[config.mk]
export PLATFORM = sky130hd
export DESIGN_NAME = psum_mem_arbiter
export DESIGN_NICKNAME = d
export VERILOG_FILES = /design/src/rtl/psum_mem_arbiter.sv
export SDC_FILE = /design/constraint.sdc
export NUM_CORES = 1
export LEC_CHECK = 0
export CORE_UTILIZATION = 48
export CTS_CLUSTER_SIZE = 20
export DETAILED_ROUTE_END_ITERATION = 16
export GPL_TIMING_DRIVEN = 0
export MAX_ROUTING_LAYER = met4
export PLACE_DENSITY = 0.9
export SLEW_MARGIN = 20
export SYNTH_ARGS = -nofsm -noshare
export SYNTH_HDL_FRONTEND = slang
export SYNTH_SLANG_ARGS = --single-unit
[constraint.sdc]
create_clock -name clk -period 4.2 [get_ports clk]
set_clock_uncertainty 0.15 [all_clocks]
set_input_delay 0.63 -clock clk [delete_from_list [all_inputs] [get_ports clk]]
set_output_delay 0.63 -clock clk [all_outputs]
set_load 0.01 [all_outputs]
[src/rtl/psum_mem_arbiter.sv]
// Shares one single-port psum SRAM between read and write requesters.
// Buffered writes forward to reads; optional stats under PSUM_ARB_STATS_EN.
module psum_mem_arbiter #(
    parameter int LOG2_OF_MEM_HEIGHT = 20,
    parameter int DATA_WIDTH         = 32,
    parameter int WBUF_DEPTH         = 2
) (
    input  logic                          clk,
    input  logic                          arst_n_in,
    input  logic                          rd_req,
    input  logic [LOG2_OF_MEM_HEIGHT-1:0] rd_addr,
    output logic                          rd_gnt,
    output logic [DATA_WIDTH-1:0]         rd_data,
    output logic                          rd_data_valid,
    input  logic                          wr_req,
    input  logic [LOG2_OF_MEM_HEIGHT-1:0] wr_addr,
    input  logic [DATA_WIDTH-1:0]         wr_data,
    output logic                          wr_gnt,
    input  logic                          flush,
    output logic                          flush_done,
    output logic                          sram_ce,
    output logic                          sram_we,
    output logic [LOG2_OF_MEM_HEIGHT-1:0] sram_addr,
    output logic [DATA_WIDTH-1:0]         sram_wdata,
    input  logic [DATA_WIDTH-1:0]         sram_rdata,
    output logic [31:0]                   stat_rd_stall,
    output logic [31:0]                   stat_fwd
);

    localparam int AW = LOG2_OF_MEM_HEIGHT;
    localparam int CW = $clog2(WBUF_DEPTH + 1);
    localparam int PW = (WBUF_DEPTH > 1) ? $clog2(WBUF_DEPTH) : 1;

    typedef enum logic [1:0] {NORMAL, FLUSH, DONE} state_t;

    state_t                r_state;
    state_t                w_next;
    logic [AW-1:0]         r_addr [WBUF_DEPTH];
    logic [DATA_WIDTH-1:0] r_data [WBUF_DEPTH];
    logic [PW-1:0]         r_rptr;
    logic [PW-1:0]         r_wptr;
    logic [CW-1:0]         r_count;
    logic                  r_rd_sram;
    logic                  r_rd_valid;
    logic [DATA_WIDTH-1:0] r_fwd_data;

    logic                  w_full;
    logic                  w_push;
    logic                  w_pop;
    logic                  w_sram_rd;
    logic                  w_fwd;
    logic                  w_hit;
    logic [DATA_WIDTH-1:0] w_hit_data;
    logic [PW:0]           w_sum;
    logic [PW-1:0]         w_idx;

    function automatic logic [PW-1:0] ptr_inc(input logic [PW-1:0] p);
        return (p == PW'(WBUF_DEPTH - 1)) ? '0 : p + 1'b1;
    endfunction

    assign w_full = (r_count == CW'(WBUF_DEPTH));
    assign wr_gnt = (r_state == NORMAL) && !w_full;
    assign w_push = wr_req && wr_gnt;

    // Youngest-match search: buffered entries oldest->youngest, then same-cycle write
    always_comb begin
        w_hit      = 1'b0;
        w_hit_data = '0;
        w_sum      = '0;
        w_idx      = '0;
        for (int i = 0; i < WBUF_DEPTH; i++) begin
            w_sum = {1'b0, r_rptr} + (PW + 1)'(i);
            if (w_sum >= (PW + 1)'(WBUF_DEPTH))
                w_sum = w_sum - (PW + 1)'(WBUF_DEPTH);
            w_idx = w_sum[PW-1:0];
            if ((CW'(i) < r_count) && (r_addr[w_idx] == rd_addr)) begin
                w_hit      = 1'b1;
                w_hit_data = r_data[w_idx];
            end
        end
        if (w_push && (wr_addr == rd_addr)) begin
            w_hit      = 1'b1;
            w_hit_data = wr_data;
        end
    end

    // SRAM slot arbitration and next-state selection
    always_comb begin
        rd_gnt    = 1'b0;
        w_pop     = 1'b0;
        w_sram_rd = 1'b0;
        w_fwd     = 1'b0;
        w_next    = r_state;
        case (r_state)
            NORMAL: begin
                if (w_full) begin
                    w_pop = 1'b1;
                end else if (rd_req) begin
                    rd_gnt    = 1'b1;
                    w_fwd     = w_hit;
                    w_sram_rd = !w_hit;
                end else if (r_count != '0) begin
                    w_pop = 1'b1;
                end
                if (flush)
                    w_next = FLUSH;
            end
            FLUSH: begin
                w_pop = (r_count != '0);
                if (r_count == '0)
                    w_next = DONE;
            end
            DONE: begin
                w_pop  = (r_count != '0);
                w_next = NORMAL;
            end
            default: w_next = NORMAL;
        endcase
    end

    assign sram_ce       = w_pop || w_sram_rd;
    assign sram_we       = w_pop;
    assign sram_addr     = w_sram_rd ? rd_addr : r_addr[r_rptr];
    assign sram_wdata    = r_data[r_rptr];
    assign flush_done    = (r_state == DONE);
    assign rd_data_valid = r_rd_valid;
    assign rd_data       = r_rd_sram ? sram_rdata : r_fwd_data;

    // Control state: FSM, FIFO pointers/count and read-return tracking
    always_ff @(posedge clk) begin
        if (!arst_n_in) begin
            r_state    <= NORMAL;
            r_rptr     <= '0;
            r_wptr     <= '0;
            r_count    <= '0;
            r_rd_sram  <= 1'b0;
            r_rd_valid <= 1'b0;
            r_fwd_data <= '0;
        end else begin
            r_state    <= w_next;
            r_rd_valid <= rd_gnt;
            r_rd_sram  <= w_sram_rd;
            if (w_fwd)
                r_fwd_data <= w_hit_data;
            if (w_push)
                r_wptr <= ptr_inc(r_wptr);
            if (w_pop)
                r_rptr <= ptr_inc(r_rptr);
            r_count <= r_count + CW'(w_push) - CW'(w_pop);
        end
    end

    // Write-buffer storage; contents are don't-care while not counted
    always_ff @(posedge clk) begin
        if (w_push) begin
            r_addr[r_wptr] <= wr_addr;
            r_data[r_wptr] <= wr_data;
        end
    end

`ifdef PSUM_ARB_STATS_EN
    logic [31:0] r_stall_cnt;
    logic [31:0] r_fwd_cnt;

    // Saturating stall and forward counters
    always_ff @(posedge clk) begin
        if (!arst_n_in) begin
            r_stall_cnt <= '0;
            r_fwd_cnt   <= '0;
        end else begin
            if (rd_req && !rd_gnt && (r_stall_cnt != '1))
                r_stall_cnt <= r_stall_cnt + 32'd1;
            if (w_fwd && (r_fwd_cnt != '1))
                r_fwd_cnt <= r_fwd_cnt + 32'd1;
        end
    end

    assign stat_rd_stall = r_stall_cnt;
    assign stat_fwd      = r_fwd_cnt;
`else
    assign stat_rd_stall = '0;
    assign stat_fwd      = '0;
`endif

endmodule

After elaboration in Yosys (flattened, before gate mapping)
Memory sizes are Yosys's and may differ from the RTL's. A register that Yosys moved wholly into a read port is not among the register bits.
Cells that the tools add are included.
- memories: 2
- RAM bits: 104
- output and inout port bits: 154
- register bits after elaboration: 40
- input bits: 109
- memory list (name ; depth ; bits a word ; rd ports ; clocked after memory_dff ; wr ports ; RTL line ; RTL):
    r_data ; 2 ; 32 ; 3 ; 1 ; 1 ; 39 ; logic [DATA_WIDTH-1:0] r_data [WBUF_DEPTH];
    r_addr ; 2 ; 20 ; 3 ; 1 ; 1 ; 38 ; logic [AW-1:0] r_addr [WBUF_DEPTH];
- $lt $le $gt $ge: 4
- reductions and logical operators: 13
- add/subtract/negate cells: 7
- mux-type cells: 34
- equal/unequal tests: 8
- operators with widths (operator ; number):
    32-bit 2-to-1 mux ; 4
    20-bit equality test ; 3
    1-bit 2-to-1 mux ; 25
    20-bit 2-to-1 mux ; 1
    1-bit logical AND ; 5
    2-bit equality test, second input constant ; 2
    2-bit zero test ; 2
    1-bit by 2-bit < comparator with 1-bit output, first input constant ; 2
    2-bit 2-to-1 mux ; 2
    2-bit != test, second input constant ; 2
    2-bit one-hot mux with 2 select lines ; 1
    1-bit adder, second input constant ; 2
    1-bit by 1-bit adder with 2-bit output, second input constant ; 1
    2-bit by 1-bit adder with 2-bit output ; 1
    2-bit by 1-bit equality test with 1-bit output, second input constant ; 1
    1-bit by 2-bit >= comparator with 1-bit output, second input constant ; 1
    2-bit >= comparator, second input constant ; 1
    1-bit zero test ; 2
    1-bit one-hot mux with 2 select lines ; 1
    2-bit AND reduction ; 1
    2-bit nonzero test ; 1
    2-bit OR reduction ; 1
    1-bit subtractor, second input constant ; 2
    2-bit by 1-bit subtractor with 2-bit output ; 1
    1-bit logical OR ; 1

Longest topological paths before layout
An unclocked memory read counts as a cell.
- word-level depth: 13
- depth in mapped cells: 11
- depth with buffers taken out: 11

Least setup slack after synthesis
No wires, ideal clock.
- path type: register -> register
- start point: register r_state[1]
- end point: memory r_addr[0][0] (netlist bit) (enable)
- setup time: 0.463 ns
- clock period less this slack: 3.993 ns
- arrival: 3.380 ns
- cell stages (with the launch flop): 6
- setup slack: 0.207 ns
- required time: 3.587 ns
- path buffers: 0
- cell sequence: dfxtp_1 -> inv_1 -> ha_1 -> a21boi_1 -> nand2_1 -> nor2_1
- longest elaborated chain between the ends: 5
- RTL lines (item ; RTL line ; RTL):
    from (decl) ; 36 ; state_t r_state;
    from (signal assigned) ; 140 ; r_state <= w_next;
    2-bit zero test ; 62 ; assign wr_gnt = (r_state == NORMAL) && !w_full;
    1-bit logical AND ; 62 ;
    named net wr_gnt ; 18 ; output logic wr_gnt,
    1-bit logical AND ; 63 ; assign w_push = wr_req && wr_gnt;
    1-bit 2-to-1 mux ; 155 ; if (w_push) begin
    1-bit 2-to-1 mux (not written as such) ; 156 ; r_addr[r_wptr] <= wr_addr;
    to (decl) ; 38 ;
The timed path passes the listed nets, and every way through them passes these cells.

Final worst setup path
- start point: input port rd_addr[1]
- end point: output port sram_addr[2]
- longest elaborated chain between the ends: 10
- elaborated cells between the ends (all ways): 14
- RTL lines (item ; RTL line ; RTL):
    from (decl) ; 11 ; input logic [LOG2_OF_MEM_HEIGHT-1:0] rd_addr,
    20-bit equality test ; 76 ; if ((CW'(i) < r_count) && (r_addr[w_idx] == rd_addr)) begin
    1-bit logical AND ; 76 ;
    1-bit 2-to-1 mux (2 in a row) ; 76 ;
    1-bit 2-to-1 mux * ; 81 ; if (w_push && (wr_addr == rd_addr)) begin
    1-bit zero test * ; 101 ; w_sram_rd = !w_hit;
    1-bit 2-to-1 mux * ; 98 ; end else if (rd_req) begin
    1-bit 2-to-1 mux * ; 96 ; if (w_full) begin
    1-bit 2-to-1 mux * ; 94 ; case (r_state)
    20-bit 2-to-1 mux * ; 123 ; assign sram_addr = w_sram_rd ? rd_addr : r_addr[r_rptr];
    to (decl) ; 23 ; output logic [LOG2_OF_MEM_HEIGHT-1:0] sram_addr,
Mark *: on every way between the ends. The rest lies on a longest branch, timed or not.

==> results_dict.tcl <==
set metrics [dict create \
    finalSetupViolations 0 \
    route.detailed.drc 0 \
    comb_power_share_pct 37.0 \
    avgSynthCellArea_um2 11.6 \
    ys_seq_area_share_pct 47.0 \
    crit_path_end_kind "output port" \
    yosys.area.top_type_share_pct 37.2 \
    ant_nets 0 \
    p_seq_share_pct 34.1 \
    path_class "input pin to output port" \
    r2r_start "r_state[1]" \
    grt_max_degree 38 \
    synthFlopType "edfxtp_1" \
    holdWs_ns 0.379 \
    syn_inst 724 \
    cts_tree "yes" \
    synth_edf_count 104 \
    chipWidth_um 134 \
    switching_share_pct 31.2 \
    clock_path_buffers 2 \
    finalHoldViolations 0 \
    grt_pass1_wl_um 35900 \
    yosysTopAreaCell "edfxtp_1" \
    synthesis.area_um2 8390 \
    htree_levels 4 \
    first_iter_violations 697 \
    viasPerCell 5.42 \
    layout-drive-gt1-share_pct 20.1 \
    critPathRequiredTime_ns 3.42 \
    ir_drop_mv 0.311 \
    ys_ff_latch 145 \
    period_share_pct 96.9 \
    cts.clk_slew.worst_paths_ns 0.06 \
    regArea_um2 3940 \
    ys_async_sr_fraction_pct 0 \
    critPathLaunch "rd_addr[1]" \
    gp_congestion 0.863 \
    p_sw_mw 1.63 \
    synth_cell_types 42 \
    worst_pin_slew_ns 0.836 \
    grt_usage_pct 27.1 \
    core.rowCount 47 \
    fmax_mhz 246 \
    layout_min_cycle_time_ns 4.07 \
    cts_made_buffers 17 \
    synthTopCellsByCount "edfxtp_1, mux2i_1, buf_4, mux2_2, xnor2_1" \
    drv_cap 0 \
    wl_per_cell_um 19.4 \
    hold_path_class "flop to flop" \
    rsz0062_at_grt "no" \
    wirelength_um 24100 \
    clkLatencyLatePin_ns 0.42 \
    hold_path_startpoint "r_fwd_data[18]" \
    start_kind "input pin" \
    grt_overflow 0 \
    die-area_um2 18000 \
    cts_root_buffer "clkbuf_16" \
    vias 6742 \
    hold_buffers 0 \
    internal_power_mw 3.60 \
    die_y_um 134 \
    synth_most_common_cell "edfxtp_1" \
    fin_nets 1126 \
    synth_area_leaders "edfxtp_1, mux2i_1, dfxtp_1" \
    grt_pass1_vias 6659 \
    clock_sinks 145 \
    final_util_pct 69.6 \
    antenna_found_initial 0 \
    io_pins 263 \
    drv_slew 0 \
    crit_arrival_ns 3.29 \
    fill_cells 1196 \
    synthToLayoutAreaGrowth_pct 39.5 \
    dp_hpwl_um 17100 \
    status "completed" \
    cp_max_fo 10 \
    max_slew_margin_pct 44.3 \
    initial_core_util_pct 49.9 \
    dr.pass1.iters 6 \
    p_per_area_nw_per_um2 447 \
    io_buffer_count 198 \
    clkPwrFrac_pct 28.8 \
    antenna_cells 0 \
    multiInputGateArea_um2 3970 \
    leakage_nw 4.52 \
    synth-warning-count 0 \
    core-area_um2 16800 \
]
==> critical path, cell delays in order <==
cell	delay [ns]
clkdlybuf4s50_1	0.56
inv_1	0.11
xnor2_2	0.24
nand4_1	0.16
or4_4	0.55
o221ai_4	0.20
nor2_2	0.08
buf_6	0.18
mux2i_1	0.26
dlygate4sd2_1	0.31
==> power by group through the flow <==
stage	clock [mW]	sequential [mW]	combinational (mW)
2_1_floorplan	0	1.80	1.08
3_3_place_gp	0	1.81	1.83
3_5_place_dp	0	1.81	1.89
4_1_cts	1.51	1.78	1.90
5_1_grt	1.57	1.80	2.05
6_report	1.51	1.79	1.94
==> logic make-up (layout without fill, tap and decap cells) <==
kind of cell | after synthesis | after routing | synth area share (%)
buffers and inverters | 134 | 370 | 9.94
AOI/OAI and AO/OA | 107 | 107 | 9.67
xor gates and xnor gates | 63 | 63 | 6.58
adders and majority gates | 7 | 7 | 1.04
other | 1 | 64 | 0.0447
and+or+nand+nor | 111 | 111 | 6.13
muxes | 156 | 156 | 19.6
DFF | 145 | 145 | 47.0
==> through the flow <==
stage	setup WS (ns)	total power, mW	TNS (ns)	cells	instance area (um^2)
after global routing	0.0483	5.42	0	1243	11700
after CTS	0.00113	5.20	0	1242	11600
after detailed placement	-0.403	3.70	-5.84	1208	11000
after global placement	-1.42	3.64	-80.24	1205	10900
final	0.128	5.23	0	1243	11700
after floorplan	0.207	2.88	0	787	8620
==> per-layer routing <==
layer | vias to the layer above | part of all wire, % | track usage [%]
met5 | - | 0 | -
met4 | 0 | 2.8 | 11.6
met3 | 52 | 7.0 | 4.08
met2 | 378 | 50 | 44.8
met1 | 3221 | 40 | 33.1
li1 | 3091 | - | -
==> repair_timing <==
| item | 4_1_cts | 5_1_grt |
|---|---|---|
| buffers inserted | 2 | 1 |
| setup endpoints to repair | 21 | 12 |
| pin swaps | 1 | 4 |
| cloned | 0 | 0 |
| resized for setup | 23 | 25 |
| hold endpoints to repair | 0 | 0 |
==> worst paths after layout <==
check / end / slack (ns) / cells after the start
worst max-delay path: sram_addr[2] / 0.13 / 10
worst min-delay path: r_fwd_data[18] / 0.38 / 3
worst max register to register: r_fwd_data[26] / 0.96 / 9
worst min register to register: r_fwd_data[18] / 0.38 / 3
==> layout by cell type (no fill, tap or decap), types with 20 or more instances in the layout <==
cell / count
nand2_1: 38
xor2_1: 20
inv_1: 27
mux2i_1: 84
edfxtp_1: 104
clkdlybuf4s50_1: 176
dfxtp_1: 41
a21o_1: 32
buf_4: 68
xnor2_1: 40
conb_1: 64
o21ai_1: 31
nor2_1: 37
a222oi_1: 32
mux2_2: 64
==> state kept, by name, summed over array words and instances, names as in the netlist, named ones only <==
register / flops
r_count: 2
r_wptr: 1
rd_data_valid: 1
r_state: 2
r_rd_sram: 1
r_data: 64
r_rptr: 1
r_fwd_data: 32
r_addr: 40
==> area by class of cell <==
class,count,share of cell area [%]
Multi-Input combinational cell,508,33.9
Sequential cell,145,33.7
Timing Repair Buffer,204,17.8
Buffer,107,6.40
Clock buffer,21,3.76
Tap cell,220,2.35
Clock inverter,11,1.19
Inverter,27,0.866
(Power assumes the default switching activity.)
